[src/rtl/multi_stream_sink_pkg.sv]
// Shared types and sizing for the multi-lane per-packet stream sink.
package multi_stream_sink_pkg;

    localparam int unsigned NUM_STREAMS = 4;
    localparam int unsigned LEN_W       = 16;
    localparam int unsigned SID_W       = (NUM_STREAMS > 1) ? $clog2(NUM_STREAMS) : 1;
    localparam int unsigned DATA_W      = 8;
    localparam int unsigned KEEP_W      = 1;

    typedef enum logic [1:0] {
        ModePass  = 2'd0,
        ModeDrop  = 2'd1,
        ModeTrunc = 2'd2,
        ModeRsvd  = 2'd3
    } mode_e;

    typedef struct packed {
        logic [SID_W-1:0] sid;
        mode_e            mode;
        logic [LEN_W-1:0] max_beats;
    } cfg_t;

endpackage

[src/rtl/multi_stream_sink_if.sv]
// Config port plus all per-lane input/output ndata streams of the sink.
// master = traffic/config source and output consumer; slave = the sink itself.
interface multi_stream_sink_if;
    import multi_stream_sink_pkg::*;

    logic                                 cfg_valid;
    logic                                 cfg_ready;
    cfg_t                                 cfg;

    logic [NUM_STREAMS-1:0][DATA_W-1:0]   in_data;
    logic [NUM_STREAMS-1:0][KEEP_W-1:0]   in_keep;
    logic [NUM_STREAMS-1:0]               in_last;
    logic [NUM_STREAMS-1:0]               in_valid;
    logic [NUM_STREAMS-1:0]               in_ready;

    logic [NUM_STREAMS-1:0][DATA_W-1:0]   out_data;
    logic [NUM_STREAMS-1:0][KEEP_W-1:0]   out_keep;
    logic [NUM_STREAMS-1:0]               out_last;
    logic [NUM_STREAMS-1:0]               out_valid;
    logic [NUM_STREAMS-1:0]               out_ready;

    modport master (
        output cfg_valid, cfg,
        input  cfg_ready,
        output in_data, in_keep, in_last, in_valid,
        input  in_ready,
        input  out_data, out_keep, out_last, out_valid,
        output out_ready
    );

    modport slave (
        input  cfg_valid, cfg,
        output cfg_ready,
        input  in_data, in_keep, in_last, in_valid,
        output in_ready,
        output out_data, out_keep, out_last, out_valid,
        input  out_ready
    );

endinterface

[src/rtl/multi_stream_sink_cfg_fifo.sv]
// Per-lane config queue: synchronous FIFO with show-ahead head and same-cycle push/pop.
module multi_stream_sink_cfg_fifo
    import multi_stream_sink_pkg::*;
#(
    parameter int unsigned Depth = 4
) (
    input  logic clk,
    input  logic rst_n,
    input  logic push_i,
    input  cfg_t wdata_i,
    input  logic pop_i,
    output logic full_o,
    output logic empty_o,
    output cfg_t head_o
);

    localparam int unsigned PtrW = (Depth > 1) ? $clog2(Depth) : 1;
    localparam int unsigned OccW = PtrW + 1;

    cfg_t            mem_q [Depth];
    logic [PtrW-1:0] wptr_q, wptr_d;
    logic [PtrW-1:0] rptr_q, rptr_d;
    logic [OccW-1:0] count_q, count_d;
    logic            push_ok, pop_ok;

    assign full_o  = (count_q == OccW'(Depth));
    assign empty_o = (count_q == '0);
    assign head_o  = mem_q[rptr_q];

    // Pointer/occupancy update; push is gated by the pre-pop full flag.
    always_comb begin
        push_ok = push_i & ~full_o;
        pop_ok  = pop_i & ~empty_o;
        wptr_d  = push_ok ? wptr_q + PtrW'(1) : wptr_q;
        rptr_d  = pop_ok ? rptr_q + PtrW'(1) : rptr_q;
        count_d = count_q;
        case ({push_ok, pop_ok})
            2'b10:   count_d = count_q + OccW'(1);
            2'b01:   count_d = count_q - OccW'(1);
            default: count_d = count_q;
        endcase
    end

    // Pointer and occupancy registers.
    always_ff @(posedge clk) begin
        if (!rst_n) begin
            wptr_q  <= '0;
            rptr_q  <= '0;
            count_q <= '0;
        end else begin
            wptr_q  <= wptr_d;
            rptr_q  <= rptr_d;
            count_q <= count_d;
        end
    end

    // Storage needs no reset: an entry is only looked at while count_q covers it.
    always_ff @(posedge clk) begin
        if (push_ok) begin
            mem_q[wptr_q] <= wdata_i;
        end
    end

endmodule

[src/rtl/multi_stream_sink.sv]
// Multi-lane per-packet stream gate: each lane consumes one queued config per packet and
// passes, drops or truncates it, counting dropped beats per lane.
module multi_stream_sink
    import multi_stream_sink_pkg::*;
#(
    parameter int unsigned CfgDepth = 4,
    parameter int unsigned CntW     = 32
) (
    input  logic                        clk,
    input  logic                        rst_n,
    multi_stream_sink_if.slave          bus,
    input  logic                        clr_stats_i,
    output logic [NUM_STREAMS*CntW-1:0] drop_cnt_o
);

    logic [NUM_STREAMS-1:0] fifo_push;
    logic [NUM_STREAMS-1:0] fifo_pop;
    logic [NUM_STREAMS-1:0] fifo_full;
    logic [NUM_STREAMS-1:0] fifo_empty;
    cfg_t                   fifo_head [NUM_STREAMS];
    logic                   cfg_ready;

    // Config acceptance looks only at the addressed lane's registered fullness;
    // out-of-range stream ids are swallowed so the port never stalls on them.
    always_comb begin
        cfg_ready = 1'b1;
        if (32'(bus.cfg.sid) < NUM_STREAMS) begin
            cfg_ready = ~fifo_full[bus.cfg.sid];
        end
    end

    assign bus.cfg_ready = cfg_ready;

    for (genvar i = 0; i < NUM_STREAMS; i++) begin : g_lane
        logic [LEN_W-1:0] beat_cnt_q, beat_cnt_d;
        logic [CntW-1:0]  drop_cnt_q, drop_cnt_d;
        cfg_t             head;
        logic             head_vld;
        logic             fwd;
        logic             lane_last;
        logic             lane_out_valid;
        logic             lane_in_ready;
        logic             accept;
        logic             drop;

        assign fifo_push[i] = bus.cfg_valid & cfg_ready & (bus.cfg.sid == SID_W'(i));

        multi_stream_sink_cfg_fifo #(
            .Depth (CfgDepth)
        ) u_cfg_fifo (
            .clk     (clk),
            .rst_n   (rst_n),
            .push_i  (fifo_push[i]),
            .wdata_i (bus.cfg),
            .pop_i   (fifo_pop[i]),
            .full_o  (fifo_full[i]),
            .empty_o (fifo_empty[i]),
            .head_o  (fifo_head[i])
        );

        // Forward/discard decision from the head config and the beat position in the packet.
        always_comb begin
            head      = fifo_head[i];
            head_vld  = ~fifo_empty[i];
            fwd       = 1'b0;
            lane_last = bus.in_last[i];
            if (head_vld) begin
                case (head.mode)
                    ModePass: fwd = 1'b1;
                    ModeTrunc: begin
                        fwd = (beat_cnt_q < head.max_beats);
                        if (beat_cnt_q == head.max_beats - LEN_W'(1)) begin
                            lane_last = 1'b1;
                        end
                    end
                    default: fwd = 1'b0;
                endcase
            end
            lane_out_valid = head_vld & fwd & bus.in_valid[i];
            lane_in_ready  = head_vld & (fwd ? bus.out_ready[i] : 1'b1);
            accept         = bus.in_valid[i] & lane_in_ready;
            drop           = accept & ~fwd;
        end

        // Beat position within the current packet; restarts once the last beat is taken.
        always_comb begin
            beat_cnt_d = beat_cnt_q;
            if (accept) begin
                if (bus.in_last[i]) begin
                    beat_cnt_d = '0;
                end else if (beat_cnt_q != '1) begin
                    beat_cnt_d = beat_cnt_q + LEN_W'(1);
                end
            end
        end

        // Dropped-beat statistic; a clear wins over a same-cycle drop.
        always_comb begin
            drop_cnt_d = drop_cnt_q;
            if (clr_stats_i) begin
                drop_cnt_d = '0;
            end else if (drop && (drop_cnt_q != '1)) begin
                drop_cnt_d = drop_cnt_q + CntW'(1);
            end
        end

        // Lane state registers.
        always_ff @(posedge clk) begin
            if (!rst_n) begin
                beat_cnt_q <= '0;
                drop_cnt_q <= '0;
            end else begin
                beat_cnt_q <= beat_cnt_d;
                drop_cnt_q <= drop_cnt_d;
            end
        end

        assign fifo_pop[i]                  = accept & bus.in_last[i];
        assign bus.in_ready[i]              = lane_in_ready;
        assign bus.out_valid[i]             = lane_out_valid;
        assign bus.out_last[i]              = lane_last;
        assign bus.out_data[i]              = bus.in_data[i];
        assign bus.out_keep[i]              = bus.in_keep[i];
        assign drop_cnt_o[i*CntW +: CntW]   = drop_cnt_q;
    end

endmodule

[src/flat_wrapper.sv]
// flat-port wrapper written by rule: the top's interface ports become plain ports
module multi_stream_sink_flat import multi_stream_sink_pkg::*;
#(
    parameter int unsigned CfgDepth = 4,
    parameter int unsigned CntW     = 32
)
  (clk, rst_n, clr_stats_i, drop_cnt_o, bus_cfg_valid, bus_cfg, bus_cfg_ready, bus_in_data, bus_in_keep, bus_in_last, bus_in_valid, bus_in_ready, bus_out_data, bus_out_keep, bus_out_last, bus_out_valid, bus_out_ready);
  multi_stream_sink_if bus_i ();
  input  logic clk;
  input  logic rst_n;
  input  logic clr_stats_i;
  output logic [NUM_STREAMS*CntW-1:0] drop_cnt_o;
  input wire logic [$bits(bus_i.cfg_valid)-1:0] bus_cfg_valid;
  input wire logic [$bits(bus_i.cfg)-1:0] bus_cfg;
  output wire logic [$bits(bus_i.cfg_ready)-1:0] bus_cfg_ready;
  input wire logic [$bits(bus_i.in_data)-1:0] bus_in_data;
  input wire logic [$bits(bus_i.in_keep)-1:0] bus_in_keep;
  input wire logic [$bits(bus_i.in_last)-1:0] bus_in_last;
  input wire logic [$bits(bus_i.in_valid)-1:0] bus_in_valid;
  output wire logic [$bits(bus_i.in_ready)-1:0] bus_in_ready;
  output wire logic [$bits(bus_i.out_data)-1:0] bus_out_data;
  output wire logic [$bits(bus_i.out_keep)-1:0] bus_out_keep;
  output wire logic [$bits(bus_i.out_last)-1:0] bus_out_last;
  output wire logic [$bits(bus_i.out_valid)-1:0] bus_out_valid;
  input wire logic [$bits(bus_i.out_ready)-1:0] bus_out_ready;
  assign bus_i.cfg_valid = bus_cfg_valid;
  assign bus_i.cfg = bus_cfg;
  assign bus_cfg_ready = bus_i.cfg_ready;
  assign bus_i.in_data = bus_in_data;
  assign bus_i.in_keep = bus_in_keep;
  assign bus_i.in_last = bus_in_last;
  assign bus_i.in_valid = bus_in_valid;
  assign bus_in_ready = bus_i.in_ready;
  assign bus_out_data = bus_i.out_data;
  assign bus_out_keep = bus_i.out_keep;
  assign bus_out_last = bus_i.out_last;
  assign bus_out_valid = bus_i.out_valid;
  assign bus_i.out_ready = bus_out_ready;
  multi_stream_sink #(.CfgDepth(CfgDepth), .CntW(CntW)) u_core (.clk(clk), .rst_n(rst_n), .bus(bus_i), .clr_stats_i(clr_stats_i), .drop_cnt_o(drop_cnt_o));
endmodule
[config.mk]
export PLATFORM = sky130hd
export DESIGN_NAME = multi_stream_sink_flat
export DESIGN_NICKNAME = d
export VERILOG_FILES = /design/src/rtl/multi_stream_sink_pkg.sv /design/src/rtl/multi_stream_sink_if.sv /design/src/rtl/multi_stream_sink_cfg_fifo.sv /design/src/rtl/multi_stream_sink.sv /design/src/flat_wrapper.sv
export SDC_FILE = /design/constraint.sdc
export NUM_CORES = 1
export LEC_CHECK = 0
export CAP_MARGIN = 5
export CORE_UTILIZATION = 40
export DETAILED_ROUTE_END_ITERATION = 6
export PLACE_DENSITY = 0.57
export SYNTH_ARGS = -nofsm -noshare
export SYNTH_HDL_FRONTEND = slang
export SYNTH_SLANG_ARGS = --single-unit
[constraint.sdc]
create_clock -name clk -period 9.7 [get_ports clk]
set_input_delay 1.455 -clock clk [delete_from_list [all_inputs] [get_ports clk]]
set_output_delay 1.455 -clock clk [all_outputs]
set_load 0.005 [all_outputs]
==> metrics.txt <==
Final Hold Viols=0; CP required=8.25 ns; detailed-route DRC error count=0; GRT Util Overall=19.77%; post-synthesis cell type count=80; Synth Warn #=0; RSZ-0062 raised after global routing=no; core area=64350 um^2; Synth area leaders=edfxtp_1 33%, dfxtp_1 18%, mux4_2 6.1%, ha_1 4.6%, xnor2_1 4.4%; Max VDD drop=0.0001183 V; via/cell ratio=5.577; fin crit share=about two thirds; Worst-Margin Slew=1.188 ns; largest net degree at the start of global routing=a little over 80; Max-cap violations=0; Clock Skew=~0.038 ns; fin util=46.83%; Mapped Cells=2359; crit end category=output pin; die height=257.1 um; Setup crit start kind=register; H-tree Lvls=2; count of final setup violators=0; max-slew violation count=0; Die Wd=257.1 um; Boundary Pins=249; post-CTS setup buffer count=0; CTS Root Cell=clkbuf_16; vias=18805; Hold EP=u_core.g_lane[2].drop_cnt_q[28]; share of the synthesized area in the top cell type=33.23%; pwr dens=about 160 nW/um^2; die area=66080 um^2; DRT Pass-1 Iters=5; LEAKAGE=10.17 nW; TritonCTS Buffers=56; Setup CP Type=reg2out; drt first-iter violations=1393; f_max=~160 MHz; EDFF count, synth=roughly 290; Clock Tree Buf Depth=3; routed len/inst=19.54 um; CTS sink cnt=slightly above 500; GRT overflow=0; HP Start=u_core.g_lane[2].drop_cnt_q[28]; first-pass GRT wire length=103200 um; post-synth top area cell=edfxtp_1; PostCTS Resize Cnt=0; status=finished, final reports clean; Worst Reg-to-Reg Cells=17; synthesized flop and latch total=516; clock latency on the worst-skew pair=approximately 0.63 ns; Post-CTS Hold Fix Bufs=0; CP arrival=4.90 ns; vias in the first global route=18256; share of the yosys chip area belonging to registers=50.77%; min-delay worst type=reg2reg; share of cells above drive strength 1=under 10%; starting density of the core=40.44%; initial antenna violation count=2; Routability Congestion=~0.88; Syn Nets=2531; ANT nets after route=0; worst-path maximum fanout=18; placed wire-length estimate=46180 um; Mapped Avg Cell Area=11.03 um^2; fin nets=2646; asr flop ratio synth=0%; port bufs=176; Worst R2R Setup Slack=4.75 ns; final WL=65900 um; Hold Path Depth=2; Post-synth top flop=edfxtp_1; Syn Std Cell Area=26020 um^2; CTS tree=built; Max-slew headroom=20.05%; setup_tns=0 ns; # rows=93; ant diodes=0; fin crit period=~6.4 ns; area grow syn2layout=15.79%; clock slew at reported path FFs=0.06 ns; capture point of the worst reg-to-reg path=u_core.g_lane[1].u_cfg_fifo.count_q[2]
-- how the worst max path moves through the flow --
stage	end	slack (ns)	cells past startpoint	start
2_1_floorplan	bus_out_valid[1]	4.60	14	register
6_report	bus_out_last[3]	3.34	10	register
3_3_place_gp	bus_out_last[3]	4.14	9	register
5_1_grt	bus_out_last[3]	3.10	10	register
4_1_cts	bus_out_last[3]	3.33	10	register
3_5_place_dp	bus_out_last[3]	4.02	10	register
-- cell type report --
cell class,count,area [um^2]
fillers,5802,34220
flip-flops and latches,516,13210
multi-input cells,1559,11480
repair buffers,191,1874
clock buffers,83,1718
well taps,855,1070
inverters,150,563.0
clock inverters,18,211.5
-- routing by layer --
layer  wire length [um]  up-vias  track usage [%]
met5                  0        -                0
met4               2174        0            7.457
met3               3170      110            2.650
met2              30310      525            31.77
met1              30240     9261            27.13
li1                   -     8909                -
-- worst max-delay path, cell delays in order, from the launching register on --
cell,delay [ns]
dfxtp_1,0.94
mux4_1,0.55
nor3_1,0.43
nand2_1,0.17
nor3_1,0.39
nand4_1,0.19
xnor2_1,0.15
or4_1,0.56
a211oi_2,0.19
a41o_1,0.21
clkdlybuf4s50_1,0.51
-- per-stage QoR --
step	power [mW]	instances	area [um^2]	worst slack (ns)	hold slack, ns
after floorplan	2.585	2359	26020	4.601	0.4640
after global placement	2.673	3271	28200	4.137	0.4652
after detailed placement	2.682	3271	28200	4.019	0.4756
after CTS	4.887	3372	30130	3.327	0.4833
after global routing	4.997	3372	30130	3.098	0.4958
final	4.827	3372	30130	3.341	0.4776
-- where the power goes --
part / switching (mW) / internal, mW
Clock: 0.889 / 1.31
Combinational: 0.188 / 0.104
Sequential: 0.0118 / 2.33
-- synth_stat cells, types with 15 or more instances --
cell type / n
nor2_1: 186
nand3_1: 97
xor2_1: 36
mux2i_1: 30
a2111oi_0: 21
o31ai_1: 37
a21oi_1: 152
dfxtp_1: 228
nand2_1: 146
a21o_1: 32
buf_4: 51
mux4_2: 70
and3_1: 40
ha_1: 96
nor4_1: 19
or2_2: 27
nand4_1: 41
inv_1: 149
or4_1: 40
clkbuf_1: 59
xnor2_1: 130
and2_1: 33
a31oi_1: 15
or3_1: 37
nor3_1: 36
a211oi_1: 23
edfxtp_1: 288
o21ai_0: 62
-- kinds of logic after synthesis --
group           Yosys count  share of synthesized area (%)
simple gates            763                          15.09
flops                   516                          50.77
compound gates          424                          10.72
buf+inv                 284                          5.202
xor+xnor                166                          5.587
mux                     106                          7.702
fa+ha+maj               100                          4.923
-- sequential cells by signal (all words and copies together), names as in the netlist, named ones only --
name and count:
u_core.g_lane.u_cfg_fifo.count_q 12, u_core.g_lane.u_cfg_fifo.rptr_q 8, u_core.g_lane.u_cfg_fifo.mem_q 288, u_core.g_lane.u_cfg_fifo.wptr_q 8, u_core.g_lane.drop_cnt_q 128, u_core.g_lane.beat_cnt_q 64
-- cell usage in the layout, fill, tap and decap left out, types with 6 or more instances in the layout --
master           Yosys  final
nor2b_1             14     14
o21a_1              14     14
or3_1               37     37
and3_1              40     40
xnor2_1            130    130
clkbuf_16            0     60
clkbuf_8             2     13
clkdlybuf4s50_1      0    176
or2_2               27     27
mux4_2              70     70
a31o_2               8      8
clkinv_2             0     10
mux2i_1             30     30
a41o_1              11     11
buf_4               51     15
a2111oi_0           21     21
and2_1              33     33
o2111ai_1            6      6
o31ai_1             37     37
a21oi_1            152    152
edfxtp_1           288    288
a21o_1              32     32
inv_1              149    149
nor2_1             186    185
a31oi_1             15     15
nor4_1              19     19
nand3_1             97     97
clkbuf_1            59     10
nor3_1              36     36
ha_1                96     96
or4_1               40     40
xor2_1              36     36
o21ai_0             62     62
o211ai_1             8      8
and4_1              12     12
a211oi_1            23     22
nand4_1             41     41
dfxtp_1            228    228
nor3b_1              7      7
nand2_1            146    146
No activity file was read; power rests on OpenSTA's default activity.
